==> src/rtl/led_ctrl_pkg.sv <==
// Shared encodings and constants for the DE0 LED mode sequencer.
// Mode/state encodings, bounce seed and the mode rotation helper.
package led_ctrl_pkg;

    localparam logic [1:0] MODE_BOUNCE = 2'd0;
    localparam logic [1:0] MODE_UP     = 2'd1;
    localparam logic [1:0] MODE_DOWN   = 2'd2;

    typedef enum logic [1:0] {
        INIT  = 2'd0,
        LOAD  = 2'd1,
        RUN   = 2'd2,
        PAUSE = 2'd3
    } state_e;

    localparam logic [7:0] BOUNCE_SEED = 8'h07;
    localparam int         NUM_SPEEDS  = 4;
    localparam int         PRESC_W     = 26;

    function automatic logic [1:0] next_mode(input logic [1:0] m);
        logic [1:0] r;
        case (m)
            MODE_BOUNCE: r = MODE_UP;
            MODE_UP:     r = MODE_DOWN;
            MODE_DOWN:   r = MODE_BOUNCE;
            default:     r = MODE_BOUNCE;
        endcase
        return r;
    endfunction

endpackage

==> src/rtl/led_mode_controller_if.sv <==
// Control bundle from the sequencer to the 8-bit LED counter/shifter datapath.
interface led_mode_controller_if;
    logic       cnt_enable;
    logic       cnt_load_n;
    logic       cnt_direction;
    logic [7:0] cnt_parallel_in;
    logic       cnt_step;

    modport master (
        output cnt_enable, cnt_load_n, cnt_direction, cnt_parallel_in, cnt_step
    );

    modport slave (
        input cnt_enable, cnt_load_n, cnt_direction, cnt_parallel_in, cnt_step
    );
endinterface

==> src/rtl/led_mode_controller_button_debounce.sv <==
// Push-button conditioner: 2-FF synchronizer, stability counter and a
// one-cycle pulse on each accepted released-to-pressed transition.
module button_debounce #(
    parameter int DEBOUNCE_CYCLES = 1_000_000
) (
    input  logic clk,
    input  logic reset_n,
    input  logic btn_n,
    output logic press
);
    localparam int            CW       = $clog2(DEBOUNCE_CYCLES) + 1;
    localparam logic [CW-1:0] CNT_LAST = CW'(DEBOUNCE_CYCLES - 1);
    localparam logic [CW-1:0] CNT_ONE  = CW'(1);

    logic          sync1_q, sync1_d;
    logic          sync2_q, sync2_d;
    logic          level_q, level_d;
    logic          press_q, press_d;
    logic [CW-1:0] cnt_q, cnt_d;

    // Count consecutive samples disagreeing with the accepted (pressed-high) level.
    always_comb begin
        sync1_d = btn_n;
        sync2_d = sync1_q;
        level_d = level_q;
        press_d = 1'b0;
        cnt_d   = {CW{1'b0}};
        if ((~sync2_q) == level_q) begin
            cnt_d = {CW{1'b0}};
        end else if (cnt_q == CNT_LAST) begin
            level_d = ~level_q;
            press_d = ~level_q;
            cnt_d   = {CW{1'b0}};
        end else begin
            cnt_d = cnt_q + CNT_ONE;
        end
    end

    // Registers; reset leaves the button seen as released.
    always_ff @(posedge clk) begin
        if (!reset_n) begin
            sync1_q <= 1'b1;
            sync2_q <= 1'b1;
            level_q <= 1'b0;
            press_q <= 1'b0;
            cnt_q   <= {CW{1'b0}};
        end else begin
            sync1_q <= sync1_d;
            sync2_q <= sync2_d;
            level_q <= level_d;
            press_q <= press_d;
            cnt_q   <= cnt_d;
        end
    end

    assign press = press_q;
endmodule

==> src/rtl/led_mode_controller.sv <==
// Mode/speed/pause sequencer driving the LED datapath: button conditioning,
// control FSM, run-time selectable step prescaler and registered outputs.
import led_ctrl_pkg::*;

module led_mode_controller #(
    parameter int BASE_DIV        = 50_000_000,
    parameter int DEBOUNCE_CYCLES = 1_000_000
) (
    input  logic                        clk,
    input  logic                        reset_n,
    input  logic                        btn_mode_n,
    input  logic                        btn_speed_n,
    input  logic                        btn_pause_n,
    input  logic [7:0]                  sw_pattern,
    led_mode_controller_if.master       cnt,
    output logic [1:0]                  mode,
    output logic [1:0]                  speed,
    output logic                        paused
);
    localparam logic [PRESC_W-1:0] BASE = PRESC_W'(BASE_DIV);

    logic mode_evt, speed_evt, pause_evt;

    button_debounce #(.DEBOUNCE_CYCLES(DEBOUNCE_CYCLES)) u_db_mode (
        .clk(clk), .reset_n(reset_n), .btn_n(btn_mode_n), .press(mode_evt));
    button_debounce #(.DEBOUNCE_CYCLES(DEBOUNCE_CYCLES)) u_db_speed (
        .clk(clk), .reset_n(reset_n), .btn_n(btn_speed_n), .press(speed_evt));
    button_debounce #(.DEBOUNCE_CYCLES(DEBOUNCE_CYCLES)) u_db_pause (
        .clk(clk), .reset_n(reset_n), .btn_n(btn_pause_n), .press(pause_evt));

    state_e             state_q, state_d;
    logic [1:0]         mode_q, mode_d;
    logic [1:0]         speed_q, speed_d;
    logic               paused_q, paused_d;
    logic [PRESC_W-1:0] presc_q, presc_d;
    logic [PRESC_W-1:0] period_last;
    logic               tick;
    logic               enable_q, enable_d;
    logic               load_n_q, load_n_d;
    logic               dir_q, dir_d;
    logic [7:0]         pin_q, pin_d;
    logic               step_q, step_d;

    // Flag updates and next state; a mode event always forces LOAD.
    always_comb begin
        mode_d   = mode_evt ? next_mode(mode_q) : mode_q;
        speed_d  = speed_q;
        if (speed_evt) begin
            speed_d = (speed_q == 2'(NUM_SPEEDS - 1)) ? 2'd0 : speed_q + 2'd1;
        end else begin
            speed_d = speed_q;
        end
        paused_d = paused_q ^ pause_evt;
        state_d  = state_q;
        if (mode_evt) begin
            state_d = LOAD;
        end else begin
            case (state_q)
                INIT:             state_d = LOAD;
                LOAD, RUN, PAUSE: state_d = paused_d ? PAUSE : RUN;
                default:          state_d = INIT;
            endcase
        end
    end

    // Prescaler and Moore output decode of the state being entered.
    always_comb begin
        period_last = (BASE >> speed_q) - {{(PRESC_W-1){1'b0}}, 1'b1};
        tick        = (state_q == RUN) && (presc_q == period_last) && !speed_evt;
        if ((state_q == RUN) && (state_d == RUN) && !speed_evt) begin
            presc_d = tick ? {PRESC_W{1'b0}} : presc_q + {{(PRESC_W-1){1'b0}}, 1'b1};
        end else begin
            presc_d = {PRESC_W{1'b0}};
        end

        enable_d = 1'b0;
        load_n_d = 1'b1;
        step_d   = 1'b0;
        case (state_d)
            LOAD: begin
                enable_d = 1'b1;
                load_n_d = 1'b0;
            end
            RUN: begin
                enable_d = 1'b1;
                step_d   = tick;
            end
            default: begin
                enable_d = 1'b0;
            end
        endcase

        dir_d = (mode_d != MODE_DOWN);
        if (state_d == LOAD) begin
            pin_d = (mode_d == MODE_BOUNCE) ? BOUNCE_SEED : sw_pattern;
        end else begin
            pin_d = pin_q;
        end
    end

    // State, flags, prescaler and output registers.
    always_ff @(posedge clk) begin
        if (!reset_n) begin
            state_q  <= INIT;
            mode_q   <= MODE_BOUNCE;
            speed_q  <= 2'd0;
            paused_q <= 1'b0;
            presc_q  <= {PRESC_W{1'b0}};
            enable_q <= 1'b0;
            load_n_q <= 1'b1;
            dir_q    <= 1'b1;
            pin_q    <= BOUNCE_SEED;
            step_q   <= 1'b0;
        end else begin
            state_q  <= state_d;
            mode_q   <= mode_d;
            speed_q  <= speed_d;
            paused_q <= paused_d;
            presc_q  <= presc_d;
            enable_q <= enable_d;
            load_n_q <= load_n_d;
            dir_q    <= dir_d;
            pin_q    <= pin_d;
            step_q   <= step_d;
        end
    end

    assign cnt.cnt_enable      = enable_q;
    assign cnt.cnt_load_n      = load_n_q;
    assign cnt.cnt_direction   = dir_q;
    assign cnt.cnt_parallel_in = pin_q;
    assign cnt.cnt_step        = step_q;
    assign mode                = mode_q;
    assign speed               = speed_q;
    assign paused              = paused_q;
endmodule

==> src/flat_wrapper.sv <==
// flat-port wrapper written by rule: the top's interface ports become plain ports
module led_mode_controller_flat 
#(
    parameter int BASE_DIV        = 50_000_000,
    parameter int DEBOUNCE_CYCLES = 1_000_000
)
  (clk, reset_n, btn_mode_n, btn_speed_n, btn_pause_n, sw_pattern, mode, speed, paused, cnt_cnt_enable, cnt_cnt_load_n, cnt_cnt_direction, cnt_cnt_parallel_in, cnt_cnt_step);
  led_mode_controller_if cnt_i ();
  input  logic clk;
  input  logic reset_n;
  input  logic btn_mode_n;
  input  logic btn_speed_n;
  input  logic btn_pause_n;
  input  logic [7:0] sw_pattern;
  output logic [1:0] mode;
  output logic [1:0] speed;
  output logic paused;
  output wire logic [$bits(cnt_i.cnt_enable)-1:0] cnt_cnt_enable;
  output wire logic [$bits(cnt_i.cnt_load_n)-1:0] cnt_cnt_load_n;
  output wire logic [$bits(cnt_i.cnt_direction)-1:0] cnt_cnt_direction;
  output wire logic [$bits(cnt_i.cnt_parallel_in)-1:0] cnt_cnt_parallel_in;
  output wire logic [$bits(cnt_i.cnt_step)-1:0] cnt_cnt_step;
  assign cnt_cnt_enable = cnt_i.cnt_enable;
  assign cnt_cnt_load_n = cnt_i.cnt_load_n;
  assign cnt_cnt_direction = cnt_i.cnt_direction;
  assign cnt_cnt_parallel_in = cnt_i.cnt_parallel_in;
  assign cnt_cnt_step = cnt_i.cnt_step;
  led_mode_controller #(.BASE_DIV(BASE_DIV), .DEBOUNCE_CYCLES(DEBOUNCE_CYCLES)) u_core (.clk(clk), .reset_n(reset_n), .btn_mode_n(btn_mode_n), .btn_speed_n(btn_speed_n), .btn_pause_n(btn_pause_n), .sw_pattern(sw_pattern), .cnt(cnt_i), .mode(mode), .speed(speed), .paused(paused));
endmodule
==> config.mk <==
export PLATFORM = sky130hd
export DESIGN_NAME = led_mode_controller_flat
export DESIGN_NICKNAME = d
export VERILOG_FILES = /design/src/rtl/led_ctrl_pkg.sv /design/src/rtl/led_mode_controller_if.sv /design/src/rtl/led_mode_controller_button_debounce.sv /design/src/rtl/led_mode_controller.sv /design/src/flat_wrapper.sv
export SDC_FILE = /design/constraint.sdc
export NUM_CORES = 1
export LEC_CHECK = 0
export CORE_UTILIZATION = 35
export CTS_CLUSTER_DIAMETER = 50
export DETAILED_ROUTE_END_ITERATION = 8
export PLACE_DENSITY = 0.48
export SYNTH_ARGS = -nofsm -noshare
export SYNTH_HDL_FRONTEND = slang
export SYNTH_SLANG_ARGS = --single-unit
==> constraint.sdc <==
create_clock -name clk -period 3 [get_ports clk]
set_input_delay 0.6 -clock clk [delete_from_list [all_inputs] [get_ports clk]]
set_output_delay 0.6 -clock clk [all_outputs]
set_load 0.05 [all_outputs]
Yosys cells after proc, flatten, opt, wreduce, memory -nomap -nowiden
Index checks and enable logic that the tools add are counted.
- register bits after elaboration: 120
- output and inout bits: 17
- $add $sub $neg: 6
- equality and inequality tests: 15
- shift-type cells: 1
- muxes and demuxes: 9
- bitwise gates (word level): 15
- reduce and logical (&&, ||, !) cells: 21
- operators by type and width (cell ; count):
    adder 21 x 1 -> 21 bit, second input constant ; 3
    == test 21 x 20 -> 1 bit, second input constant ; 3
    adder 26 x 1 -> 26 bit, second input constant ; 1
    == test 26 bit ; 1
    right shift 26 x 2 -> 26 bit, first input constant ; 1
    subtractor 26 x 1 -> 26 bit, second input constant ; 1
    OR reduction 3 bit ; 8
    NOT 1 bit ; 14
    == test 2 bit, second input constant ; 4
    two-way mux 8 bit ; 1
    case mux 2 bit (2 select lines) ; 2
    AND reduction 2 bit ; 4
    == test 2 x 1 -> 1 bit, second input constant ; 3
    logical NOT 2 bit ; 3
    two-way mux 2 bit ; 3
    logical AND 1 bit ; 4
    == test 1 bit ; 3
    two-way mux 1 bit ; 3
    adder 2 x 1 -> 2 bit, second input constant ; 1
    inequality test 2 bit, second input constant ; 1
    OR reduction 2 bit ; 1
    logical NOT 1 bit ; 1
    XOR 1 bit ; 1

Logic depth before layout (Yosys ltp)
Gate-level depths: netlist (run 1).
- depth in word-level cells: 9
- mapped depth: 10

Hierarchy
A second synthesis (run 1) with hierarchy kept.
- cell total of the unflattened synthesis: 602
- area total of the unflattened synthesis: 5411.4 sq um
- modules (own cells, without submodules) (module ; instances ; cells each ; area each (sq um)):
    button_debounce ; 3 ; 123 ; 1097.3
    led_mode_controller ; 1 ; 233 ; 2119.5

Least setup slack after synthesis (run 1)
No wires, ideal clock.
- path type: register -> register
- start: register u_core.speed_q[0] (netlist: u_core.speed[0])
- end: register u_core.presc_q[15]
- setup time: 0.115 ns
- data arrival time: 2.829 ns
- data required time: 2.885 ns
- slack: 0.056 ns
- stages on the path, launching flop included: 11
- buffers on the path: 1
- period minus slack after synthesis: 2.944 ns
- cell sequence: dfxtp_1 > inv_1 > ha_1 > inv_1 > ha_1 > xnor2_1 > nor4_1 > nand4_1 > o41ai_4 > buf_6 > nor2_1
- word-level cells in the longest chain between the ends: 6
- ends and longest elaborated chain (item ; RTL line ; text):
    start, declared ; led_mode_controller.sv:33 ; logic [1:0] speed_q, speed_d;
    start signal, assigned ; led_mode_controller.sv:117 ; speed_q <= speed_d;
    right shift 26 x 2 -> 26 bit ; led_mode_controller.sv:68 ; period_last = (BASE >> speed_q) - {{(PRESC_W-1){1'b0}}, 1'b1};
    subtractor 26 x 1 -> 26 bit ; led_mode_controller.sv:68 ;
    == test 26 bit ; led_mode_controller.sv:69 ; tick = (state_q == RUN) && (presc_q == period_last) && !speed_evt;
    logical AND 1 bit (2 in series) ; led_mode_controller.sv:69 ;
    OR reduction 3 bit (no source line) ; - ;
    end signal, assigned ; led_mode_controller.sv:108 ; presc_q <= {PRESC_W{1'b0}};
    end signal, assigned ; led_mode_controller.sv:119 ; presc_q <= presc_d;
    end, declared ; led_mode_controller.sv:35 ; logic [PRESC_W-1:0] presc_q, presc_d;
No other way between the ends.
A chain may end at the register's enable or synchronous reset.

Worst setup path in the final report (run 1)
- start: register u_core.speed_q[0] (netlist: u_core.speed[0])
- end: register u_core.presc_q[3]
The elaborated chain is that of the path after synthesis.

==> summary.txt, run 1 <==
Bufs and invs on worst path = 3
Post-CTS Setup Inserts = 0
Slew Limit Fails = 0
Setup WS pre-CTS = 256.8 ps
Leak = 2.122 nW
CTS tree = done
max-cap violations = 0
Synth Flop Type = dfxtp_1
diodes inserted = 0
startpoint types = flip-flop
I/O pin total = 30
global route overflow = 0
Rows = 44
Starting DRT DRC Count = 174
Async SR Flop Fraction = 0%
Area contributors post-synth = dfxtp_1 46%, xor2_1 8.4%, nor2_1 8.2%
vias in the first global route = 3900
count of flip-flops with a built-in enable after synthesis = 0
post-layout min period = 2716 ps
yosys warns = 0
slowest stage cell on the critical path = dfxtp_1
Worst R2R Setup Slack = 280 ps
clock root buffer = clkbuf_16
largest stage delay on the critical path = 450 ps
floorplan core area = 14590 µm²
Residual DRC = 0
GRT Total Usage = 14.36%
post-synth net total = 603
hpwl dp = 7.350 mm
Via-to-Cell Ratio = 4.822
Routed wire per std cell = 12.66 µm
initial antenna violation count = 0
post-route antenna net violation count = 0
VDD IR-drop max = 0.0004105 V
Final WS setup = 284.0 ps
filler instances = 1394
largest net degree at the start of global routing = 22
synthesized instance count = 577
router iterations before antenna repair = 4
Die X = 124.3 µm
RSZ-0062 raised after global routing = no
Via Count = 3935
crit share post-route = 90.53%
Crit Path Max Fanout = 18
Worst-Margin Slew = 961.8 ps
H-tree depth = 4
Slew Limit Headroom = 35.29%
Yosys cell types = 45
Die ar. = 15460 µm²
Arr. time, crit path = 3020 ps
post-synth top area share = 45.87%
sequential area share after synthesis = 45.87%
TritonCTS buffer count = 17
WL final = 10.33 mm
clk_skew = 10.17 ps
crit-path cells = inv_1 > ha_1 > inv_1 > ha_1 > xnor2_1 > nor4_1 > nand4_1 > o41ai_4 > buf_6 > nor2_1
Synth Area per Inst = 9.077 µm²
pwr/cell area = 591.9 nW/µm²
Layout area overhead = 21.33%
Worst path depth = 10
#FFs+latches synth = 120
f_max = 368.2 MHz
status = completed
clock sinks = 120
fraction of layout cells with a size suffix above 1 = 7.278%
worst-skew pair later-pin latency = 410 ps
Final setup viols = 0
Crit Path Class = flip-flop to flip-flop
Synth area leader = dfxtp_1
fin nets = 645
Reg clk slew, reported paths = 50 ps
top cell family by delay on the critical path = simple AND/OR/NAND/NOR gates
Fin. Hold Viols = 0
Hold Path Class = flip-flop to flip-flop
CP Capture Type = flip-flop
post_cts resized = 0
Crit path required time = 3300 ps
number of port buffers = 29
Hold Crit Depth = 1
Clock Tree Buf Depth = 2
first-pass GRT wire length = 18.13 mm
GPL Wtd Cong = 0.8007
reg2reg path depth = 10
initial core utilization = 35.90%
Synth Cell Area = 5238 µm²
hold_buf cts = 0
setup tns final = 0 ps
Die Ht = 124.3 µm
logic make-up (layout without fill, tap and decap cells):
logic type / after synthesis / count (layout) / share of synthesized area (%)
muxes: 4 / 4 / 0.7645
AOI/OAI and AO/OA: 24 / 24 / 4.205
adders and majority gates: 13 / 13 / 3.106
DFF: 120 / 120 / 45.87
and+or+nand+nor: 296 / 296 / 28.07
xor gates and xnor gates: 93 / 93 / 15.55
buffers and inverters: 27 / 82 / 2.437
cells in the final DEF (no fill, tap or decap), types with 4 or more instances in the layout:
master,n
nand3b_1,6
inv_1,14
buf_4,6
nand2b_1,11
nor4_1,11
nand3_1,31
nand2_1,41
nor2_1,114
and3_1,14
xor2_1,50
ha_1,13
nor3_1,14
xnor2_1,43
nor4b_1,4
mux2i_1,4
and2_1,4
a22o_1,5
and4_1,10
dfxtp_1,120
nand4_1,23
clkdlybuf4s50_1,29
clkbuf_16,17
layout make-up:
cell class / instances / area [µm²] / share of cell area (%)
clock buffers: 21 / 470.5 / 7.403
inverters: 14 / 52.55 / 0.8269
repair buffers: 36 / 346.6 / 5.454
well taps: 184 / 230.2 / 3.623
multi-input cells: 430 / 2708 / 42.61
clock inverters: 11 / 145.1 / 2.284
flip-flops and latches: 120 / 2402 / 37.80
path summary, 6_finish.rpt:
check	startpoint	end
max	u_core.speed[0]	u_core.presc_q[3]
min	u_core.u_db_mode.sync1_q	u_core.u_db_mode.sync2_q
min reg2reg	u_core.u_db_mode.sync1_q	u_core.u_db_mode.sync2_q
max reg2reg	u_core.speed[0]	u_core.presc_q[3]
stage by stage:
step,instance area [µm²],utilization (%),total power [mW],instances,hold WS [ps]
2_1_floorplan,5238,-,1.684,577,386.3
3_3_place_gp,5736,39.31,1.715,784,395.5
3_5_place_dp,5736,39.31,1.717,784,392.2
4_1_cts,6351,43.53,3.822,816,405.9
5_1_grt,6355,43.56,3.908,816,412.1
6_report,6355,43.56,3.761,816,408.0
cell usage after synthesis (all sizes together) (2+ instances only):
library cell  count
o22a              3
nor4b             4
or2               2
buf               6
nor2            114
nand2            41
nand2b           11
nand3b            6
or3               2
and2              4
nor4             11
inv              14
and4             10
dfxtp           120
xor2             50
clkbuf            7
nand4            23
a2111oi           2
ha               13
mux2i             4
o22ai             3
xnor2            43
and3             15
nor3             14
nand3            31
nor2b             4
a21boi            2
a22o              5
report_power, final:
group | internal, mW | switching (mW)
combinational | 0.0319 | 0.0384
sequential | 1.61 | 0.00549
clock | 1.37 | 0.710
total | 3.01 | 0.754
registers in the layout (all words and copies together) (netlist names), 2 cells and up:
register	flops
u_core.presc_q	26
u_core.u_db_mode.cnt_q	21
u_core.u_db_pause.cnt_q	21
u_core.u_db_speed.cnt_q	21
u_core.cnt.cnt_parallel_in	8
u_core.mode	2
u_core.speed	2
u_core.state_q	2
metal layers:
metal	up-vias	track usage, %	wire [µm]	share of wire [%]
met5	-	0	0	0
met4	0	5.741	110	1.1
met3	11	4.338	277	2.7
met2	41	23.92	5128	50
met1	1838	17.18	4815	47
li1	2045	-	-	-
No activity file was read; power rests on OpenSTA's default activity.
==> run 2: changes to the inputs <==
--- a/config.mk
+++ b/config.mk
@@ -8,7 +8,7 @@
 export CORE_UTILIZATION = 35
 export CTS_CLUSTER_DIAMETER = 50
 export DETAILED_ROUTE_END_ITERATION = 8
-export PLACE_DENSITY = 0.48
+export PLACE_DENSITY = 0.54
 export SYNTH_ARGS = -nofsm -noshare
 export SYNTH_HDL_FRONTEND = slang
 export SYNTH_SLANG_ARGS = --single-unit
==> summary.txt, run 2 (same netlist as run 1, synthesis figures left out) <==
Post-CTS Setup Inserts = 0 (unchanged)
global route hottest layer = met2
final cell count without fillers = 816 (unchanged)
Biggest register = u_core.presc_q
first-pass GRT wire length = 17.52 mm (-3.3%)
Leak = 2.108 nW (-0.65%)
I/O pin total = 30 (unchanged)
reg2reg path depth = 10 (unchanged)
diodes inserted = 0 (unchanged)
number of port buffers = 29 (unchanged)
Fin. Hold Viols = 0 (unchanged)
most common cell after layout, fill and taps aside = dfxtp_1
Via Count = 3930 (-0.13%)
Clock Tree Buf Depth = 2 (unchanged)
Hold Startpoint = u_core.u_db_pause.sync1_q
post_cts resized = 0 (unchanged)
initial core utilization = 35.90% (unchanged)
crit-path cells = inv_1 > ha_1 > inv_1 > ha_1 > xnor2_1 > nor4_1 > nand4_1 > o41ai_4 > buf_4 > nor2_1
most frequent cells in the layout = 120 x dfxtp_1, 114 x nor2_1, 50 x xor2_1
startpoint types = flip-flop
largest net degree at the start of global routing = 22 (unchanged)
CP Capture Type = flip-flop
met1 Use GR = 16.76% (-0.42 points)
worst-skew pair later-pin latency = 410 ps (about the same)
vias in the first global route = 3864 (-0.92%)
RSZ-0062 raised after global routing = no
clk_skew = 10.39 ps (+0.2117 ps)
initial antenna violation count = 0 (unchanged)
Crit Path Max Fanout = 13 (-5)
Hold Crit Depth = 1 (unchanged)
Slew Limit Fails = 0 (unchanged)
Setup WS pre-CTS = 338.9 ps (+82.07 ps)
TritonCTS buffer count = 17 (unchanged)
floorplan core area = 14590 µm² (unchanged)
hpwl dp = 7.211 mm (-1.9%)
Final WS setup = 331.1 ps (+47.05 ps)
Reg clk slew, reported paths = 50 ps (about the same)
post-route antenna net violation count = 0 (unchanged)
setup tns final = 0 ps (unchanged)
Slew Limit Headroom = 41.95% (+6.7 points)
crit share post-route = 88.96% (-1.6 points)
slowest stage cell on the critical path = dfxtp_1
largest stage delay on the critical path = 460 ps (about the same)
max-cap violations = 0 (unchanged)
CTS tree = done
Arr. time, crit path = 2960 ps (-60 ps)
fraction of layout cells with a size suffix above 1 = 7.278% (unchanged)
Die ar. = 15460 µm² (unchanged)
Worst-Margin Slew = 862.8 ps (-99.06 ps)
H-tree depth = 4 (unchanged)
met2 usage = 22.98% (-0.94 points)
met3 Track Usage GR = 4.682% (+0.34 points)
global route overflow = 0 (unchanged)
Hold WS = 406.9 ps (-1.072 ps)
WL final = 10.08 mm (-2.4%)
f_max = 374.7 MHz (+1.8%)
Via-to-Cell Ratio = 4.816 (-0.13%)
Routed wire per std cell = 12.36 µm (-2.4%)
reg-to-reg startpoint = u_core.speed[0]
max FFs per register = 26 (unchanged)
Die Ht = 124.3 µm (unchanged)
top cell family by delay on the critical path = simple AND/OR/NAND/NOR gates
GPL Wtd Cong = 0.7930 (-0.96%)
clock sinks = 120 (unchanged)
Crit Path Class = flip-flop to flip-flop
status = completed
Worst path depth = 10 (unchanged)
Rows = 44 (unchanged)
Crit path required time = 3290 ps (about the same)
Starting DRT DRC Count = 131 (-25%)
router iterations before antenna repair = 4 (unchanged)
post-layout min period = 2669 ps (-47.05 ps)
Critical path origin = u_core.speed[0]
VDD IR-drop max = 0.0003991 V (-2.8%)
Bufs and invs on worst path = 3 (unchanged)
Hold Path Class = flip-flop to flip-flop
Die X = 124.3 µm (unchanged)
GRT Total Usage = 14.13% (-0.23 points)
Residual DRC = 0 (unchanged)
pwr/cell area = 582.3 nW/µm² (-1.6%)
Layout area overhead = 21.00%
hold_buf cts = 0 (unchanged)
placed instance count = 784 (unchanged)
clock root buffer = clkbuf_16
fin nets = 645 (unchanged)
Final setup viols = 0 (unchanged)
run 2: cell types whose count changed in the layout (fill, tap and decap cells not counted), sizes merged:
cell      previous run  this run
clkinv               4         3
clkbuf              21        22
bufinv               3         2
clkinvlp             3         4
run 2: through the flow:
| step | util (%) | power, mW | instance area [µm²] |
|---|---|---|---|
| 3_5_place_dp | 39.31 | 1.718 | 5736 |
| 6_report | 43.44 | 3.690 | 6337 |
| 2_1_floorplan | - | 1.684 | 5238 |
| 3_3_place_gp | 39.31 | 1.717 | 5736 |
| 5_1_grt | 43.44 | 3.841 | 6337 |
| 4_1_cts | 43.44 | 3.760 | 6337 |
run 2: final timing paths:
path	endpoint	slack, ps
worst max-delay path	u_core.presc_q[20]	330
worst min-delay path	u_core.u_db_pause.sync2_q	410
worst max register to register	u_core.presc_q[20]	330
worst min register to register	u_core.u_db_pause.sync2_q	410
run 2: cell type report:
type                       count  area (µm²)
sequential                   120        2402
clock buffer                  22       484.2
tap                          184       230.2
timing repair buffer          36       342.8
multi-input combinational    430        2708
fill                        1391        8252
inverter                      14       52.55
clock inverter                10       117.6
run 2: metal layers:
metal / part of all wire, % / wire length [µm]
met4: 0.88 / 89
met5: 0 / 0
met3: 2.6 / 260
met2: 49 / 4915
met1: 48 / 4817
run 2: power by group:
| group | switching, mW | internal [mW] |
|---|---|---|
| sequential | 0.00661 | 1.61 |
| clock | 0.698 | 1.31 |
| combinational | 0.0383 | 0.0321 |
| total | 0.743 | 2.95 |
